File: src/rtl/uart_pkg.sv
// Shared definitions for the UART command parser: FSM state codes, error codes
// and the default start-of-packet byte.
package uart_pkg;

  localparam logic [7:0] HEADER_DEFAULT = 8'hAA;

  localparam logic [2:0] ST_HUNT    = 3'd0;
  localparam logic [2:0] ST_CMD     = 3'd1;
  localparam logic [2:0] ST_LEN     = 3'd2;
  localparam logic [2:0] ST_PAYLOAD = 3'd3;
  localparam logic [2:0] ST_CSUM    = 3'd4;

  localparam logic [2:0] ERR_NONE    = 3'd0;
  localparam logic [2:0] ERR_PARITY  = 3'd1;
  localparam logic [2:0] ERR_LENGTH  = 3'd2;
  localparam logic [2:0] ERR_CSUM    = 3'd3;
  localparam logic [2:0] ERR_TIMEOUT = 3'd4;

endpackage

File: src/rtl/uart_byte_fetch.sv
// Accept/flush handshake with the UART receiver. A byte is taken once, then a
// guard blocks re-acceptance until the receiver drops rx_converted.
module uart_byte_fetch (
  input  logic       clk,
  input  logic       rst_n,
  input  logic [7:0] rx_data,
  input  logic       rx_converted,
  input  logic       rx_data_valid,
  output logic       flush,
  output logic       byte_stb,
  output logic [7:0] rx_byte,
  output logic       byte_ok
);

  logic guard;

  assign byte_stb = rx_converted && !guard;
  assign rx_byte  = rx_data;
  assign byte_ok  = rx_data_valid;

  // The receiver keeps converted high for a couple of cycles after flush, so
  // the guard only releases once it has actually gone low.
  always_ff @(posedge clk) begin
    if (!rst_n) begin
      guard <= 1'b0;
      flush <= 1'b0;
    end else begin
      flush <= byte_stb;
      if (byte_stb)
        guard <= 1'b1;
      else if (!rx_converted)
        guard <= 1'b0;
    end
  end

endmodule

File: src/rtl/uart_cmd_parser.sv
// Packet parser: header, cmd, len, payload, checksum. Optional inter-byte
// timeout enabled by defining UART_CMD_PARSER_TIMEOUT_EN.
module uart_cmd_parser
  import uart_pkg::*;
#(
  parameter logic [7:0] HEADER         = HEADER_DEFAULT,
  parameter int         MAX_PAYLOAD    = 16,
  parameter int         TIMEOUT_CYCLES = 500000,
  localparam int        AW             = (MAX_PAYLOAD > 1) ? $clog2(MAX_PAYLOAD) : 1
) (
  input  logic          i_clk,
  input  logic          i_rst_n,
  input  logic [7:0]    rx_data,
  input  logic          rx_converted,
  input  logic          rx_data_valid,
  output logic          flush,
  output logic          busy,
  output logic [7:0]    cmd,
  output logic [7:0]    len,
  output logic          pl_we,
  output logic [AW-1:0] pl_waddr,
  output logic [7:0]    pl_wdata,
  output logic          pkt_done,
  output logic          pkt_err,
  output logic [2:0]    err_code
);

  localparam logic [7:0] MAX_LEN = 8'(MAX_PAYLOAD);

  logic       byte_stb;
  logic       byte_ok;
  logic [7:0] rx_byte;
  logic [2:0] state;
  logic [7:0] acc;
  logic [7:0] idx;
  logic       tmo_hit;

  uart_byte_fetch u_fetch (
    .clk           (i_clk),
    .rst_n         (i_rst_n),
    .rx_data       (rx_data),
    .rx_converted  (rx_converted),
    .rx_data_valid (rx_data_valid),
    .flush         (flush),
    .byte_stb      (byte_stb),
    .rx_byte       (rx_byte),
    .byte_ok       (byte_ok)
  );

  assign busy = (state != ST_HUNT);

`ifdef UART_CMD_PARSER_TIMEOUT_EN
  localparam int TW = (TIMEOUT_CYCLES > 1) ? $clog2(TIMEOUT_CYCLES) : 1;
  logic [TW-1:0] tmo_cnt;

  always_ff @(posedge i_clk) begin
    if (!i_rst_n)
      tmo_cnt <= '0;
    else if (byte_stb || state == ST_HUNT)
      tmo_cnt <= '0;
    else
      tmo_cnt <= tmo_cnt + 1'b1;
  end

  assign tmo_hit = busy && !byte_stb && (tmo_cnt == TW'(TIMEOUT_CYCLES - 1));
`else
  localparam int unused_timeout = TIMEOUT_CYCLES;
  assign tmo_hit = 1'b0;
`endif

  // A parity-bad byte aborts any packet in progress; in HUNT it is just dropped.
  always_ff @(posedge i_clk) begin
    if (!i_rst_n) begin
      state    <= ST_HUNT;
      acc      <= 8'd0;
      idx      <= 8'd0;
      cmd      <= 8'd0;
      len      <= 8'd0;
      pl_we    <= 1'b0;
      pl_waddr <= '0;
      pl_wdata <= 8'd0;
      pkt_done <= 1'b0;
      pkt_err  <= 1'b0;
      err_code <= ERR_NONE;
    end else begin
      pl_we    <= 1'b0;
      pkt_done <= 1'b0;
      pkt_err  <= 1'b0;
      if (byte_stb) begin
        if (state != ST_HUNT && !byte_ok) begin
          pkt_err  <= 1'b1;
          err_code <= ERR_PARITY;
          state    <= ST_HUNT;
        end else begin
          case (state)
            ST_HUNT: begin
              if (byte_ok && rx_byte == HEADER) begin
                acc   <= 8'd0;
                state <= ST_CMD;
              end
            end
            ST_CMD: begin
              cmd   <= rx_byte;
              acc   <= rx_byte;
              state <= ST_LEN;
            end
            ST_LEN: begin
              if (rx_byte > MAX_LEN) begin
                pkt_err  <= 1'b1;
                err_code <= ERR_LENGTH;
                state    <= ST_HUNT;
              end else begin
                len   <= rx_byte;
                acc   <= acc + rx_byte;
                idx   <= 8'd0;
                state <= (rx_byte == 8'd0) ? ST_CSUM : ST_PAYLOAD;
              end
            end
            ST_PAYLOAD: begin
              pl_we    <= 1'b1;
              pl_waddr <= idx[AW-1:0];
              pl_wdata <= rx_byte;
              acc      <= acc + rx_byte;
              idx      <= idx + 8'd1;
              if (idx == len - 8'd1)
                state <= ST_CSUM;
            end
            ST_CSUM: begin
              if (rx_byte == acc) begin
                pkt_done <= 1'b1;
              end else begin
                pkt_err  <= 1'b1;
                err_code <= ERR_CSUM;
              end
              state <= ST_HUNT;
            end
            default: state <= ST_HUNT;
          endcase
        end
      end else if (tmo_hit) begin
        pkt_err  <= 1'b1;
        err_code <= ERR_TIMEOUT;
        state    <= ST_HUNT;
      end
    end
  end

endmodule

File: config.mk
export PLATFORM = sky130hd
export DESIGN_NAME = uart_cmd_parser
export DESIGN_NICKNAME = d
export VERILOG_FILES = /design/src/rtl/uart_pkg.sv /design/src/rtl/uart_byte_fetch.sv /design/src/rtl/uart_cmd_parser.sv
export SDC_FILE = /design/constraint.sdc
export NUM_CORES = 1
export LEC_CHECK = 0
export ABC_AREA = 1
export CAP_MARGIN = 10
export CELL_PAD_IN_SITES_DETAIL_PLACEMENT = 1
export CELL_PAD_IN_SITES_GLOBAL_PLACEMENT = 2
export CORE_ASPECT_RATIO = 0.75
export CORE_MARGIN = 2
export CORE_UTILIZATION = 31
export CTS_BUF_LIST = sky130_fd_sc_hd__clkbuf_8
export DETAILED_ROUTE_END_ITERATION = 8
export HOLD_SLACK_MARGIN = 0.05
export PLACE_DENSITY = 0.8
export SLEW_MARGIN = 20
export SYNTH_ARGS = -nofsm -noshare
export SYNTH_HDL_FRONTEND = slang
export SYNTH_HIERARCHICAL = 1
export SYNTH_SLANG_ARGS = --single-unit
File: constraint.sdc
create_clock -name i_clk -period 2.4 [get_ports i_clk]
set_input_delay 0.48 -clock i_clk [delete_from_list [all_inputs] [get_ports i_clk]]
set_output_delay 0.48 -clock i_clk [all_outputs]
set_load 0.05 [all_outputs]
[Word-level counts from Yosys, hierarchy flattened]
Cells that the tools add are included.
Storage, ports and cells
  ROM bits: 0
  bits in latches: 0
  flip-flop bits (word level): 55
  input bits: 12
  memory bits (writable): 0
  memories: 0
Operators by class
  divide/modulo/power cells: 0
  add/sub/neg operators: 3
  mux-type cells: 23
  shifts and indexed selects: 0
  $mul: 0
  bitwise logic cells: 5
  reductions and logical operators: 21
  magnitude comparators: 1
  equal/unequal tests: 14
Operator list (number)
  8-bit one-hot mux with 4 select lines: 1
  3-bit 2-to-1 mux: 8
  8-bit 2-to-1 mux: 3
  8-bit equality test: 2
  8-bit one-hot mux with 2 select lines: 1
  3-bit != test, second input constant: 4
  3-bit one-hot mux with 4 select lines: 1
  4-bit AND reduction: 3
  3-bit AND reduction: 3
  8-bit by 1-bit adder with 8-bit output, second input constant: 1
  8-bit adder: 1
  8-bit equality test, second input constant: 1
  8-bit by 5-bit greater-than comparator with 1-bit output, second input constant: 1
  8-bit logical NOT: 1
  8-bit by 1-bit subtractor with 8-bit output, second input constant: 1
  1-bit 2-to-1 mux: 7
  3-bit by 2-bit equality test with 1-bit output, second input constant: 2
  3-bit one-hot mux with 2 select lines: 1
  3-bit nonzero test: 2
  1-bit inverter: 5
  5-bit AND reduction: 1
  2-bit != test, second input constant: 2
  4-bit nonzero test: 1
  4-bit OR reduction: 1
  other kinds (10): 13

[Longest topological paths before layout]
  depth after elaboration: 5
  mapped depth: 14

[By module]
The synthesis kept the hierarchy.
By module, submodules not included
  uart_cmd_parser: area an instance 2980.4 sq um, cells each 411, instances 1
  uart_byte_fetch: area an instance 128.9 sq um, cells each 16, instances 1

[Worst setup path before layout]
OpenSTA, ideal clock, no wires.
  kind: reg-to-reg
  start: register len[0]
  end: register state[0]
  setup time: 0.115 ns
  clock period less this slack: 2.050 ns
  arrival time: 1.935 ns
  buffers on the path: 0
  slack: 0.350 ns
  cell stages (with the launch flop): 13
  cell sequence: dfxtp_1 -> inv_1 -> ha_1 -> xor2_1 -> nand2_1 -> nor2_1 -> nand2_1 -> nor2_1 -> nand2_1 -> nand2_1 -> nand3_1 -> nand2_1 -> nor2_1
On the way
  cells in the longest elaborated chain, start to end: 4
Ends and longest elaborated chain
  from (decl): RTL line uart_cmd_parser.sv:19  | output logic [7:0] len,
  from (signal assigned): RTL line uart_cmd_parser.sv:113  | len <= rx_byte;
  8-bit by 1-bit subtractor with 8-bit output: RTL line uart_cmd_parser.sv:125  | if (idx == len - 8'd1)
  8-bit equality test: RTL line uart_cmd_parser.sv:125
  3-bit != test (no source line)
  3-bit AND reduction (no source line)
  to (signal assigned): RTL line uart_cmd_parser.sv:116  | state <= (rx_byte == 8'd0) ? ST_CSUM : ST_PAYLOAD;
  to (decl): RTL line uart_cmd_parser.sv:33  | logic [2:0] state;
No other way between the ends.
A chain may end at the register's enable or synchronous reset.

[Worst setup path in the final report]
  start: register len[4]
  end: output port len[4]
No word-level cell between the ends.

==> impl_metrics.py <==
metrics = {
    "clocking": {
        "cts_sinks": 54,
        "root_buffer": "clkbuf_8",
        "clkTransAtPathRegs_ps": 110,
        "numCtsBuffers": 5,
        "cts-htree-levels": 2,
        "cts_tree": "done",
        "cts_buffer_depth": 2,
        "clock_latency_ps": 330,
    },
    "logic_synthesis": {
        "synth.most_common_cell": "nand2_1",
        "syn-cell-area_um2": 3110,
        "muxShareOfSynthArea_pct": 0,
        "ys_warn_count": 6,
        "synth.distinct_cells": 39,
        "synth_simple_gate_area_share_pct": 30.0,
        "synthAdderAreaFrac_pct": 4.27,
        "synth_compound_area_share_pct": 17.7,
        "synthesis.nets": 449,
        "ys_seq_area_share_pct": 34.8,
        "syn_area_per_cell_um2": 7.28,
        "synth.area.top_cells": "dfxtp_1 (35%), nand2_1 (10%), nor2_1 (5.8%)",
        "synth_top_cells_by_count": "nand2_1 (84), dfxtp_1 (54), nor2_1 (48), inv_1 (37), a21oi_1 (31)",
        "synth_edf_count": 0,
        "yosysTopAreaCellShare_pct": 34.8,
        "netlist_instances": 427,
        "ys_ff_latch": 54,
        "synth_top_family_by_area": "simple AND/OR/NAND/NOR gates",
        "synth_xor_xnor_area_share_pct": 2.82,
        "synth_largest_area_cell": "dfxtp_1",
        "synthFlopType": "dfxtp_1",
        "async_reset_ff_share_pct": 0,
    },
    "floorplanning": {
        "die_y_um": 90.7,
        "rows": 31,
        "ioPinCount": 48,
        "start_util_pct": 32.1,
        "core_um2": 9700,
        "die_area_um2": 10900,
        "die_w_um": 120,
    },
    "worst_hold_path": {
        "hold_start": "u_fetch/guard",
        "hp-class": "reg2reg",
        "min_path_cells": 1,
        "worst_hold_path.endpoint": "u_fetch/flush",
    },
    "placement": {
        "hpwl_mm": 7.65,
        "io_buffers": 46,
        "gp_congestion": 0.893,
        "place_inst": 623,
    },
    "flow_run": {
        "drv_cap": 0,
    },
    "cells_and_area": {
        "drive_gt1_share_pct": 19.0,
        "n_fill_cell": 1243,
        "n_antenna_cell": 0,
        "fin_nets": 520,
        "multiInputGateArea_um2": 1710,
        "stdcell_count": 631,
        "area_delta_synth_final_pct": 28.7,
        "seq_area_um2": 1080,
    },
    "global_routing": {
        "grt_usage_pct": 18.8,
        "grt_max_degree": 21,
        "gr-total-overflow": 0,
        "busiest_layer": "met2",
        "use_met1_pct": 27.4,
        "met2_usage_pct": 28.4,
        "grt_antenna_before_repair": 0,
        "grt_pass1_wl_mm": 16.1,
        "met3_usage_pct": 3.66,
        "grt_pass1_vias": 3098,
    },
    "sta": {
        "worst_pin_slew_ps": 529,
        "hold_viol_final": 0,
        "setup_tns_ps": 0,
        "fin_skew_ps": 8.22,
        "rsz0062_at_grt": "false",
        "min_period_ps": 2160,
        "fmax_mhz": 462,
        "finalSetupViolCount": 0,
        "slew_viol_final": 0,
        "max_slew_margin_pct": 64.6,
        "fin_crit_sh_pct": 90.2,
    },
    "route": {
        "wire_per_inst_um": 15.4,
        "drtIter0Drc": 114,
        "dr.pass1.iters": 4,
        "wl_mm": 9.70,
        "ant_nets": 0,
        "vias": 3006,
        "route.detailed.drc": 0,
        "viasPerCell": 4.76,
    },
    "critical_path": {
        "r2r_cells": 13,
        "critPathLaunchType": "flop",
        "cp_max_fo": 7,
        "path_class": "reg2out",
        "critPathCaptureType": "output pin",
        "required_ps": 1920,
        "reg2reg_slack_ps": 390,
        "crit_buf_inv": 1,
        "critPathArrivalTime_ps": 1680,
        "worstReg2RegStart": "len[0]",
        "r2r-end": "state[0]",
        "cpMaxStageDelayCell": "clkdlybuf4s50_1",
        "cpLargestDelayFamily": "buffers and inverters",
        "crit_path_max_incr_delay_ps": 860,
        "worstPathCellList": "clkdlybuf4s50_1",
    },
    "power": {
        "leakage_nw": 1.69,
        "power_density_nw_per_um2": 632,
        "vdd_ir_drop_max_mv": 0.441,
        "power_mw": 2.53,
    },
    "run_status": {
        "status": "finished clean",
    },
}
[area by class of cell]
| type | count | share of cell area [%] |
|---|---|---|
| Timing Repair Buffer | 84 | 19.0 |
| Clock inverter | 3 | 1.13 |
| Sequential cell | 54 | 27.0 |
| Inverter | 45 | 4.29 |
| Multi-Input combinational cell | 308 | 42.7 |
| Tap cell | 132 | 4.13 |
| Clock buffer | 5 | 1.72 |
[worst register-to-register path: stages (launching register included)]
cell and delay, ps:
dfxtp_1 400, inv_1 150, ha_1 230, nand2_1 80, nor2_1 200, nand2_1 110, nand3_1 90, nand2_1 60
nor2_1 100, nand2_1 90, nand2_1 190, nand3_1 100, nand2_1 70, nor2_1 40
[cells by family after synthesis]
logic type               Yosys count
AND/OR/NAND/NOR                  195
XOR/XNOR                          10
adder cells (fa/ha/maj)           10
other                              1
buffers and inverters             65
AO/OA/AOI/OAI                     92
flip-flops                        54
[routing by layer]
metal | wire (um) | share of wire [%]
met3 | 382 | 3.9
met1 | 5170 | 53
met2 | 4050 | 42
met4 | 104 | 1.1
met5 | 0 | 0
[where the power goes]
| part | total [mW] | switching [mW] | internal [mW] |
|---|---|---|---|
| clock | 0.658 | 0.347 | 0.311 |
| combinational | 0.874 | 0.554 | 0.321 |
| sequential | 0.996 | 0.0439 | 0.952 |
[sequential cells by signal, summed over array words and instances (netlist names)]
name	count
acc	8
cmd	8
idx	8
len	8
pl_wdata	8
pl_waddr	4
state	3
err_code	2
pkt_done	1
pkt_err	1
pl_we	1
u_fetch/flush	1
u_fetch/guard	1
[stage by stage]
step	util, %	hold slack (ps)	cell area (um2)	setup WS (ps)
detailed placement	40.1	421	3880	11.3
floorplan	-	405	3110	350
global placement	40.1	416	3880	55.6
global route	41.3	461	4000	103
finish	41.3	436	4000	235
CTS	41.2	440	4000	64.4
[how the worst max path moves through the flow]
stage,from,endpoint,depth (start not counted)
detailed placement,rx_data[0],err_code[0],10
floorplan,len[0],state[0],12
CTS,state[0],busy,3
finish,len[4],len[4],1
global placement,rx_data[0],err_code[1],10
global route,len[0],state[0],12
[timing repair]
| action | 4_1_cts | 5_1_grt |
|---|---|---|
| setup endpoints to repair | 0 | 1 |
| resized for setup | 0 | 1 |
| setup buffers | 0 | 0 |
| hold buffers | 0 | 0 |
[cell usage in the layout (no fill, tap or decap), types with 3 or more instances in the layout]
master / instances
ha_1: 9
a21oi_2: 15
a31oi_1: 4
nor3_1: 8
inv_2: 7
inv_1: 37
o21ai_0: 21
clkbuf_8: 5
nand3_1: 27
o21ai_1: 10
o21ai_2: 3
dfxtp_1: 54
buf_4: 37
clkdlybuf4s50_1: 45
nor2_2: 6
a21oi_1: 31
xor2_1: 9
nand2_1: 84
nand4_2: 3
nor2_1: 48
nand2_2: 6
Note: power is estimated with default switching activity, not from simulation.
==> RTL change: new RTL, config.mk and constraints unchanged <==
Add an input register stage for `rx_data`, `rx_converted` and `rx_data_valid`, without a reset; this delays them by one clock.
--- a/src/rtl/uart_cmd_parser.sv
+++ b/src/rtl/uart_cmd_parser.sv
@@ -28,4 +28,14 @@
   localparam logic [7:0] MAX_LEN = 8'(MAX_PAYLOAD);
 
+  logic [7:0] rx_data_q;
+  logic rx_converted_q;
+  logic rx_data_valid_q;
+
+  always_ff @(posedge i_clk) begin
+    rx_data_q       <= rx_data;
+    rx_converted_q  <= rx_converted;
+    rx_data_valid_q <= rx_data_valid;
+  end
+
   logic       byte_stb;
   logic       byte_ok;
@@ -39,7 +49,7 @@
     .clk           (i_clk),
     .rst_n         (i_rst_n),
-    .rx_data       (rx_data),
-    .rx_converted  (rx_converted),
-    .rx_data_valid (rx_data_valid),
+    .rx_data       (rx_data_q),
+    .rx_converted  (rx_converted_q),
+    .rx_data_valid (rx_data_valid_q),
     .flush         (flush),
     .byte_stb      (byte_stb),
Function: changed (Yosys sat finds a counterexample within 4 cycles, from zero or initial values and one cycle with i_rst_n low).
==> RTL change against the unedited design <==
  * Worst setup slack got worse by 0.031 ns
  * Count of clock-buffer cells in the layout increased by 4
  * Synthesized area increased by 0.32%
  * Hold slack improved by 0.00080 ns
  * First-iteration DRC count increased by 33%
  * Power increased by 13%
  * Sequential power increased by 20%
  * Final area decreased by 3.4%
  * Core utilization decreased by 1.6 points
  * Die area increased by 0.31%
  * Routed wire length decreased by 2.5%
  * Sequential cell count increased by 10
  * Sequential share of layout area increased by 6.1 points
  * Critical path type unchanged
  * Largest cell class unchanged
==> RTL change: results (changes against the unedited design) <==
Synthesized area per cell - 7.25 sq um (-0.38%)
Hpwl dp - 7.13 mm (-6.8%)
Multi-input gates - 299 (-2.9%)
RD Place Congestion - 0.832 (-6.8%)
Clock-cell share - 5.09% (+2.2 points)
Post-synthesis xor/xnor area fraction - 2.81% (-0.0090 points)
All-Layer GR Usage - 18.5% (-0.32 points)
First-pass GRT wire length - 15.7 mm (-2.3%)
Slew headroom - 63.9% (-0.68 points)
Logic pwr share - 25.1% (-9.5 points)
H-tree lvl count - 3 (+1)
Met2 usage - 27.1% (-1.2 points)
Peak supply drop - 0.000406 V (-7.8%)
Routed length on met3 - 445 microns (+16%)
Clock group total power - 0.935 mW (+42%)
DRT met1 WL - 4.83 mm (-6.5%)
DR vias - 2970 (-1.2%)
Multi-input gate share of the layout cell area - 39.7% (-3.0 points)
Status - complete, no violations
Library cells used by synthesis - 35 (-10%)
Met1 usage - 26.3% (-1.0 points)
Compound-Gate Fraction of Synth Area - 15.9% (-1.8 points)
Worst EP arrival - 1.72 ns (+0.04 ns)
Non-clk buf share - 13.2% (-5.8 points)
Vias in the first global route - 3092 (-0.19%)
Reg area - 1280 sq um (+19%)
==> RTL change: cell count changes after synthesis, sizes merged, moves of 3 or more <==
cell / before / now
nand3: 27 / 23
xor2: 9 / 6
o21ai: 34 / 45
a21oi: 46 / 41
dfxtp: 54 / 64
nand2: 92 / 81
nand3b: 1 / 4
nor3: 10 / 6
xnor2: 1 / 4
==> RTL change: worst paths after layout <==
check	end	start	slack, ns
worst max-delay path	len[4]	len[4]	0.20
worst min-delay path	u_fetch/flush	u_fetch/guard	0.44
worst max register to register	acc[6]	state[2]	0.38
worst min register to register	u_fetch/flush	u_fetch/guard	0.44
==> RTL change: stage by stage <==
step / worst slack, ns / utilization [%]
2_1_floorplan: 0.395 / -
3_5_place_dp: 0.389 / 37.7
5_1_grt: 0.128 / 39.7
6_report: 0.205 / 39.7
3_3_place_gp: 0.376 / 37.7
4_1_cts: 0.156 / 39.7
